--- config.mk ---
export PLATFORM = sky130hd
export DESIGN_NAME = axis_fifo_drain
export DESIGN_NICKNAME = d
export VERILOG_FILES = /design/src/rtl/axis_fifo_drain.sv
export SDC_FILE = /design/constraint.sdc
export NUM_CORES = 1
export LEC_CHECK = 0
export CORE_ASPECT_RATIO = 1.75
export CORE_MARGIN = 1.5
export CORE_UTILIZATION = 50
export DETAILED_ROUTE_END_ITERATION = 8
export PLACE_DENSITY = 0.83
export SYNTH_ARGS = -nofsm -noshare
export SYNTH_HDL_FRONTEND = slang
export SYNTH_SLANG_ARGS = --single-unit
--- constraint.sdc ---
create_clock -name i_clk -period 4.5 [get_ports i_clk]
set_input_delay 0.9 -clock i_clk [delete_from_list [all_inputs] [get_ports i_clk]]
set_output_delay 0.9 -clock i_clk [all_outputs]
set_load 0.02 [all_outputs]
--- src/rtl/axis_fifo_drain.sv ---
// Drains a first-word-fall-through FIFO read port into fixed-length AXI-Stream packets,
// flushing a short packet when buffered data has waited TIMEOUT cycles.
module axis_fifo_drain #(
    parameter int unsigned BW       = 8,
    parameter int unsigned LGFLEN   = 4,
    parameter int unsigned LGMAXPKT = 4,
    parameter int unsigned TIMEOUT  = 16
) (
    input  logic                i_clk,
    input  logic                i_reset,
    input  logic [LGMAXPKT:0]   i_pkt_len,
    input  logic                i_empty,
    input  logic [LGFLEN:0]     i_fill,
    input  logic [BW-1:0]       i_data,
    output logic                o_rd,
    output logic                M_AXIS_TVALID,
    input  logic                M_AXIS_TREADY,
    output logic [BW-1:0]       M_AXIS_TDATA,
    output logic                M_AXIS_TLAST,
    output logic                o_busy
);

    localparam int unsigned LW = LGMAXPKT + 1;
    localparam int unsigned CW = ((LGFLEN > LGMAXPKT) ? LGFLEN : LGMAXPKT) + 1;
    localparam int unsigned TW = (TIMEOUT == 0) ? 1 : $clog2(TIMEOUT + 1);

    localparam logic [LW-1:0] MaxPkt     = LW'(2 ** LGMAXPKT);
    localparam logic [TW-1:0] TimeoutVal = TW'(TIMEOUT);

    typedef enum logic {
        StIdle  = 1'b0,
        StBurst = 1'b1
    } state_e;

    state_e          state_q, state_d;
    logic [LW-1:0]   remaining_q, remaining_d;
    logic [TW-1:0]   timer_q, timer_d;
    logic            tvalid_q, tvalid_d;
    logic            tlast_q, tlast_d;
    logic [BW-1:0]   tdata_q, tdata_d;

    logic [LW-1:0]   sat_len;
    logic [CW-1:0]   fill_ext;
    logic [CW-1:0]   len_ext;
    logic            timeout_hit;
    logic            start;
    logic            rd;

    always_comb begin
        sat_len = i_pkt_len;
        if (i_pkt_len == '0) begin
            sat_len = LW'(1);
        end else if (i_pkt_len > MaxPkt) begin
            sat_len = MaxPkt;
        end
    end

    assign fill_ext    = CW'(i_fill);
    assign len_ext     = CW'(sat_len);
    assign timeout_hit = (TIMEOUT != 0) && (timer_q == TimeoutVal);
    assign start       = (state_q == StIdle) && !i_empty && ((fill_ext >= len_ext) || timeout_hit);

    // TREADY feeds the read strobe combinationally so a ready sink sees one beat per cycle.
    assign rd = (state_q == StBurst) && !i_empty && (!tvalid_q || M_AXIS_TREADY) && !i_reset;

    always_comb begin
        state_d     = state_q;
        remaining_d = remaining_q;
        timer_d     = timer_q;
        tvalid_d    = tvalid_q;
        tlast_d     = tlast_q;
        tdata_d     = tdata_q;

        unique case (state_q)
            StIdle: begin
                if (i_empty) begin
                    timer_d = '0;
                end else if (timer_q != TimeoutVal) begin
                    timer_d = timer_q + 1'b1;
                end
                if (start) begin
                    remaining_d = (fill_ext < len_ext) ? LW'(fill_ext) : sat_len;
                    timer_d     = '0;
                    state_d     = StBurst;
                end
            end
            StBurst: begin
                timer_d = '0;
                if (rd) begin
                    remaining_d = remaining_q - 1'b1;
                    if (remaining_q == LW'(1)) begin
                        state_d = StIdle;
                    end
                end
            end
        endcase

        if (rd) begin
            tvalid_d = 1'b1;
            tdata_d  = i_data;
            tlast_d  = (remaining_q == LW'(1));
        end else if (M_AXIS_TREADY) begin
            tvalid_d = 1'b0;
        end
    end

    always_ff @(posedge i_clk) begin
        if (i_reset) begin
            state_q     <= StIdle;
            remaining_q <= '0;
            timer_q     <= '0;
            tvalid_q    <= 1'b0;
            tlast_q     <= 1'b0;
            tdata_q     <= '0;
        end else begin
            state_q     <= state_d;
            remaining_q <= remaining_d;
            timer_q     <= timer_d;
            tvalid_q    <= tvalid_d;
            tlast_q     <= tlast_d;
            tdata_q     <= tdata_d;
        end
    end

    assign o_rd          = rd;
    assign M_AXIS_TVALID = tvalid_q;
    assign M_AXIS_TDATA  = tdata_q;
    assign M_AXIS_TLAST  = tlast_q;
    assign o_busy        = (state_q == StBurst);

endmodule
==> results of run 1 <==
-- cell families (layout without fill, tap and decap cells) --
logic type               Yosys count  after routing
adder cells (fa/ha/maj)            9              9
flip-flops                        21             21
XOR/XNOR                           3              3
multiplexers                       3              3
AND/OR/NAND/NOR                   52             52
buffers and inverters             18             52
AO/OA/AOI/OAI                     36             36
-- area by class of cell --
cell class | count | area (um^2) | area share [%]
multi-input combinational | 103 | 716 | 44.5
sequential | 21 | 420 | 26.1
inverter | 13 | 48.8 | 3.04
clock inverter | 1 | 5.00 | 0.311
timing repair buffer | 35 | 345 | 21.5
tap | 25 | 31.3 | 1.95
clock buffer | 3 | 41.3 | 2.57
-- sequential cells by signal, summed over array words and instances (netlist names) --
register and cells:
M_AXIS_TDATA 8, remaining_q 5, timer_q 5, M_AXIS_TLAST 1
M_AXIS_TVALID 1, o_busy 1
-- per-stage QoR --
step | std cells | area (um^2) | setup WS (ns)
global route | 201 | 1610 | 0.804
floorplan | 142 | 1210 | 2.00
finish | 201 | 1610 | 0.931
CTS | 201 | 1610 | 0.939
detailed placement | 197 | 1560 | 0.946
global placement | 197 | 1560 | 1.01
-- path summary, 6_finish.rpt --
| path | slack, ns | depth (start not counted) | endpoint | start |
|---|---|---|---|---|
| worst max-delay path | 0.93 | 6 | o_rd | M_AXIS_TREADY |
| worst min register to register | 0.46 | 2 | M_AXIS_TLAST$_SDFFE_PP0P_ | M_AXIS_TLAST$_SDFFE_PP0P_ |
| worst min-delay path | 0.46 | 2 | M_AXIS_TLAST$_SDFFE_PP0P_ | M_AXIS_TLAST$_SDFFE_PP0P_ |
| worst max register to register | 2.77 | 6 | remaining_q[3]$_SDFFE_PP0P_ | timer_q[0]$_SDFFE_PP0P_ |
-- worst max-delay path, cell delays in order --
cell	delay, ns
clkdlybuf4s50_1	0.45
nand2b_1	0.14
nand3_1	0.09
buf_4	0.23
inv_2	0.21
clkdlybuf4s50_1	0.65
-- placed cells by master (no fill, tap or decap), types with 2 or more instances in the layout --
master	Yosys	final
inv_1	11	11
ha_1	9	9
o31ai_2	2	2
o21ai_1	2	2
mux2i_1	2	2
inv_2	2	2
a31oi_1	2	2
nand2_1	22	22
nor2_1	9	9
buf_4	0	2
and2_1	2	2
clkbuf_8	0	3
a21oi_2	4	4
nor3_1	4	4
dfxtp_1	21	21
nand3_1	7	7
a21oi_1	13	13
xor2_1	2	2
clkdlybuf4s50_1	0	33
-- cells in the mapped netlist, types with 2 or more instances --
master,count,share of area (%)
nand2_1,22,6.8
dfxtp_1,21,35
a21oi_1,13,5.4
inv_1,11,3.4
ha_1,9,9.3
nor2_1,9,2.8
nand3_1,7,2.9
a21oi_2,4,2.9
nor3_1,4,1.7
clkbuf_1,3,0.93
a31oi_1,2,1.0
and2_1,2,1.0
buf_2,2,0.83
inv_2,2,0.62
mux2i_1,2,1.7
o21ai_1,2,0.83
o31ai_2,2,2.1
xor2_1,2,1.5
-- power by group through the flow --
stage	clock (mW)	combinational, mW	sequential (mW)
CTS	0.119	0.111	0.203
detailed placement	0	0.109	0.207
floorplan	0	0.0700	0.207
global placement	0	0.107	0.206
finish	0.118	0.110	0.203
global route	0.126	0.121	0.204
-- layer usage --
| metal | track usage [%] | vias to the layer above |
|---|---|---|
| li1 | - | 567 |
| met1 | 21.7 | 526 |
| met2 | 44.4 | 46 |
| met3 | 3.25 | 7 |
| met4 | 7.76 | 0 |
| met5 | 0 | - |
==> results.tsv, run 1 <==
metric	value	unit
status	complete, no violations	
clock power share	27.4	%
worst hold slack	0.458	ns
Detail Route met2 WL	1510	um
setup TNS	0	ns
dominant synthesized flop cell	dfxtp_1	
Sinks on Clock Net	21	
slew margin rel.	71.2	%
Post-CTS Setup Inserts	0	
Ys Warns	0	
DIE AREA	0.00273	mm^2
Placer Congestion	0.842	
CP Max Fanout	17	
Rows	23	
Worst Path Arrival	2.67	ns
layout cells sized above 1	13.6	%
VDD IR max	0.112	mV
Num CTS Buffers	3	
Core Util, Final	70.7	%
leakage power	0.602	nW
syn avg cell area	8.49	um^2
Detail Placement HPWL	2190	um
Slew Viols, Final	0	
part of the power in registers	47.0	%
n_diodes	0	
EDFF count, synth	0	
fin crit period	3.57	ns
Layout Area Growth over Synthesis	33.3	%
Fmax	280	MHz
first-pass GRT wire length	4330	um
# IOs	34	
Final ANT Viol Nets	0	
Final Hold Fails	0	
Cell Pwr Density	269	mW/mm^2
nets@finish	208	
Post-Synthesis Net Count	173	
Gate power share	25.6	%
largest family of logic cells by synthesized area	compound AO/OA/AOI/OAI gates	
Sw Ratio	28.4	%
CTS hold repair buffers	0	
Mapped Cells	142	
# resized after CTS	0	
WL met1	969	um
DR vias/cell	5.70	
synthesis-stage register bit count	21	
fin crit share	79.3	%
drt initial violations	24	
post-synth cell types	41	
highest metal used	met4	
met3 wire len	160	um
Port Buf Inserts	33	
antenna violations before repair	0	
vias	1146	
Max Cap Viol	0	
Synth Area in XOR/XNOR	2.18	%
Worst-Margin Slew	0.431	ns
grt total ovfl	0	
overall power	0.432	mW
WP data required	3.60	ns
Routed Wire Length	2710	um
Final setup viols	0	
mux cell area share after synthesis	2.90	%
Initial Util	53.1	%
Total GRT Usage	22.6	%
1st-pass router iterations	4	
root buffer cell	clkbuf_8	
sequential area share after synthesis	34.9	%
CTS tree	yes	
Syn Std Cell Area	0.00121	mm^2
Fillers	189	
Die W	40.1	um
Hold/Removal Path Class	reg2reg	
DRC Markers	0	
Die H	68.0	um
Synth Area in Simple Gates	20.9	%
crit path kind	in2out	
ys async rst share	0	%
Core Footprint	0.00227	mm^2
RSZ-0062 raised after global routing	no	
Longest Clk Path Bufs	2	
Worst setup SP type	primary input	
clk slew on worst S/H paths	0.07	ns
P_sw	0.122	mW
cell-internal power	0.309	mW
drt wl/cell	13.5	um
clock skew	0.00628	ns
Worst setup EP type	output pin	
H-tree Lvls	1	
clk_lat worst skew	0.26	ns
Synth Area in Adders	9.34	%
compound-cell area share of the yosys netlist	24.1	%
largest net degree at the start of global routing	20	
vias in the first global route	1054	
Power figures use the tool's default switching activity.
==> run 2: changes to the inputs <==
- CORE_UTILIZATION: 50 -> 42
- PLACE_DENSITY: 0.83 -> 0.74
- clock period: 4.5 -> 3.2 ns (I/O delays scaled with it)
==> results.tsv, run 2 (same netlist as run 1, synthesis figures left out) <==
metric	value	unit	change
Port Buf Inserts	33		unchanged
# IOs	34		unchanged
Detail Placement HPWL	2240	um	was 2190 um
Core Footprint	0.00272	mm^2	was 0.00227 mm^2
drt wl/cell	13.3	um	was 13.5 um
RSZ-0062 raised after global routing	no		unchanged
Routed Wire Length	2720	um	was 2710 um
fin crit period	2.66	ns	
Rows	25		was 23
Worst setup EP type	output pin		unchanged
CTS tree	yes		unchanged
drt initial violations	12		was 24
CTS hold repair buffers	0		unchanged
clk_lat worst skew	0.26	ns	about the same
Total GRT Usage	18.8	%	was 22.6%
WP data required	2.56	ns	was 3.60 ns
clk slew on worst S/H paths	0.07	ns	about the same
n_diodes	0		unchanged
Placement Setup Slack	0.431	ns	was 0.946 ns
CP max-delay cell	clkdlybuf4s50_1		unchanged
CP Cell Sequence	clkdlybuf4s50_1 -> nor2_1 -> nand3_1 -> inv_2 -> clkdlybuf4s50_1		was clkdlybuf4s50_1 -> nand2b_1 -> nand3_1 -> buf_4 -> inv_2 -> clkdlybuf4s50_1
reg2reg start	timer_q[0]$_SDFFE_PP0P_		unchanged
leakage power	0.607	nW	was 0.602 nW
Core Util, Final	59.4	%	was 70.7%
min-delay src	M_AXIS_TDATA[5]$_SDFFE_PP0P_		was M_AXIS_TLAST$_SDFFE_PP0P_
root buffer cell	clkbuf_8		unchanged
grt total ovfl	0		unchanged
fin crit share	83.0	%	
Buf/Inv on CP	3		was 4
crit path kind	in2out		unchanged
Max Cap Viol	0		unchanged
leading cell type in the layout, fill and taps excluded	clkdlybuf4s50_1		unchanged
layout cells sized above 1	14.1	%	was 13.6%
Die W	43.5	um	was 40.1 um
Final ANT Viol Nets	0		unchanged
Worst-Margin Slew	0.458	ns	was 0.431 ns
Die H	73.9	um	was 68.0 um
Sinks on Clock Net	21		unchanged
first-pass GRT wire length	4560	um	was 4330 um
Num CTS Buffers	3		unchanged
antenna violations before repair	0		unchanged
CP max stage delay	0.59	ns	was 0.65 ns
CP top delay family	buffers and inverters		unchanged
clock skew	0.000559	ns	was 0.00628 ns
1st-pass router iterations	4		unchanged
largest net degree at the start of global routing	20		unchanged
Fillers	257		was 189
Critical Path Start	i_empty		was M_AXIS_TREADY
vias	1145		was 1,146
Slew Viols, Final	0		unchanged
status	complete, no violations		unchanged
commonest non-fill, non-tap cells in the layout	clkdlybuf4s50_1 (33), nand2_1 (22), dfxtp_1 (21), a21oi_1 (13), inv_1 (11)		unchanged
max reg flops	8		unchanged
VDD IR max	0.178	mV	was 0.112 mV
setup TNS	0	ns	unchanged
Final setup viols	0		unchanged
vias in the first global route	1127		was 1,054
Longest Clk Path Bufs	2		unchanged
Post-CTS Setup Inserts	0		unchanged
Cell Pwr Density	377	mW/mm^2	was 269 mW/mm^2
DRC Markers	0		unchanged
DR vias/cell	5.61		was 5.70
Worst setup SP type	primary input		unchanged
Placer Congestion	0.765		was 0.842
Final Hold Fails	0		unchanged
Layout Area Growth over Synthesis	34.1	%	was 33.3%
CP Max Fanout	2		was 17
DIE AREA	0.00321	mm^2	was 0.00273 mm^2
Fmax	377	MHz	
final setup margin	0.544	ns	was 0.931 ns
slew margin rel.	69.4	%	was 71.2%
# resized after CTS	0		unchanged
Worst path most repeated cell	clkdlybuf4s50_1		unchanged
Worst Path Arrival	2.02	ns	was 2.67 ns
H-tree Lvls	1		unchanged
Hold/Removal Path Class	reg2reg		unchanged
Initial Util	44.3	%	was 53.1%
nets@finish	209		was 208
-- run 2: per-stage QoR --
step | total power [mW] | cells | cell area [um^2] | hold WS (ns)
2_1_floorplan | 0.389 | 142 | 1210 | 0.430
3_3_place_gp | 0.443 | 200 | 1570 | 0.439
3_5_place_dp | 0.448 | 200 | 1570 | 0.448
4_1_cts | 0.615 | 204 | 1620 | 0.458
5_1_grt | 0.644 | 204 | 1620 | 0.482
6_report | 0.610 | 204 | 1620 | 0.458
-- run 2: layout make-up --
cell class,count,area (um^2),area share [%]
Tap cell,27,33.8,2.09
Sequential cell,21,420,26.0
Clock buffer,3,41.3,2.55
Inverter,13,48.8,3.02
Multi-Input combinational cell,103,716,44.2
Timing Repair Buffer,36,353,21.8
Clock inverter,1,5.00,0.309
-- run 2: worst paths after layout --
kind	to	cells past startpoint	slack [ns]
max	o_rd	5	0.54
min	M_AXIS_TDATA[5]$_SDFFE_PP0P_	2	0.46
max reg2reg	remaining_q[3]$_SDFFE_PP0P_	6	1.53
min reg2reg	M_AXIS_TDATA[5]$_SDFFE_PP0P_	2	0.46
-- run 2: power by group --
group / leakage (nW) / switching (mW) / internal [mW]
Combinational: 0.411 / 0.0795 / 0.0761
Clock: 0.0255 / 0.0821 / 0.0866
Sequential: 0.170 / 0.0131 / 0.273
-- run 2: worst register-to-register path, delay by kind of cell, from the launching register on --
kind / cells / cell delay [ns]
AO/OA/AOI/OAI: 3 / 0.69
adder cells (fa/ha/maj): 1 / 0.18
buffers and inverters: 1 / 0.06
flip-flops: 1 / 0.38
AND/OR/NAND/NOR: 1 / 0.25
-- run 2: routing by layer --
metal	global-route usage, %	share of wire (%)	up-vias
li1	-	-	567
met1	16.2	35	528
met2	39.0	57	45
met3	2.95	6.0	5
met4	8.75	1.9	0
met5	0	0	-
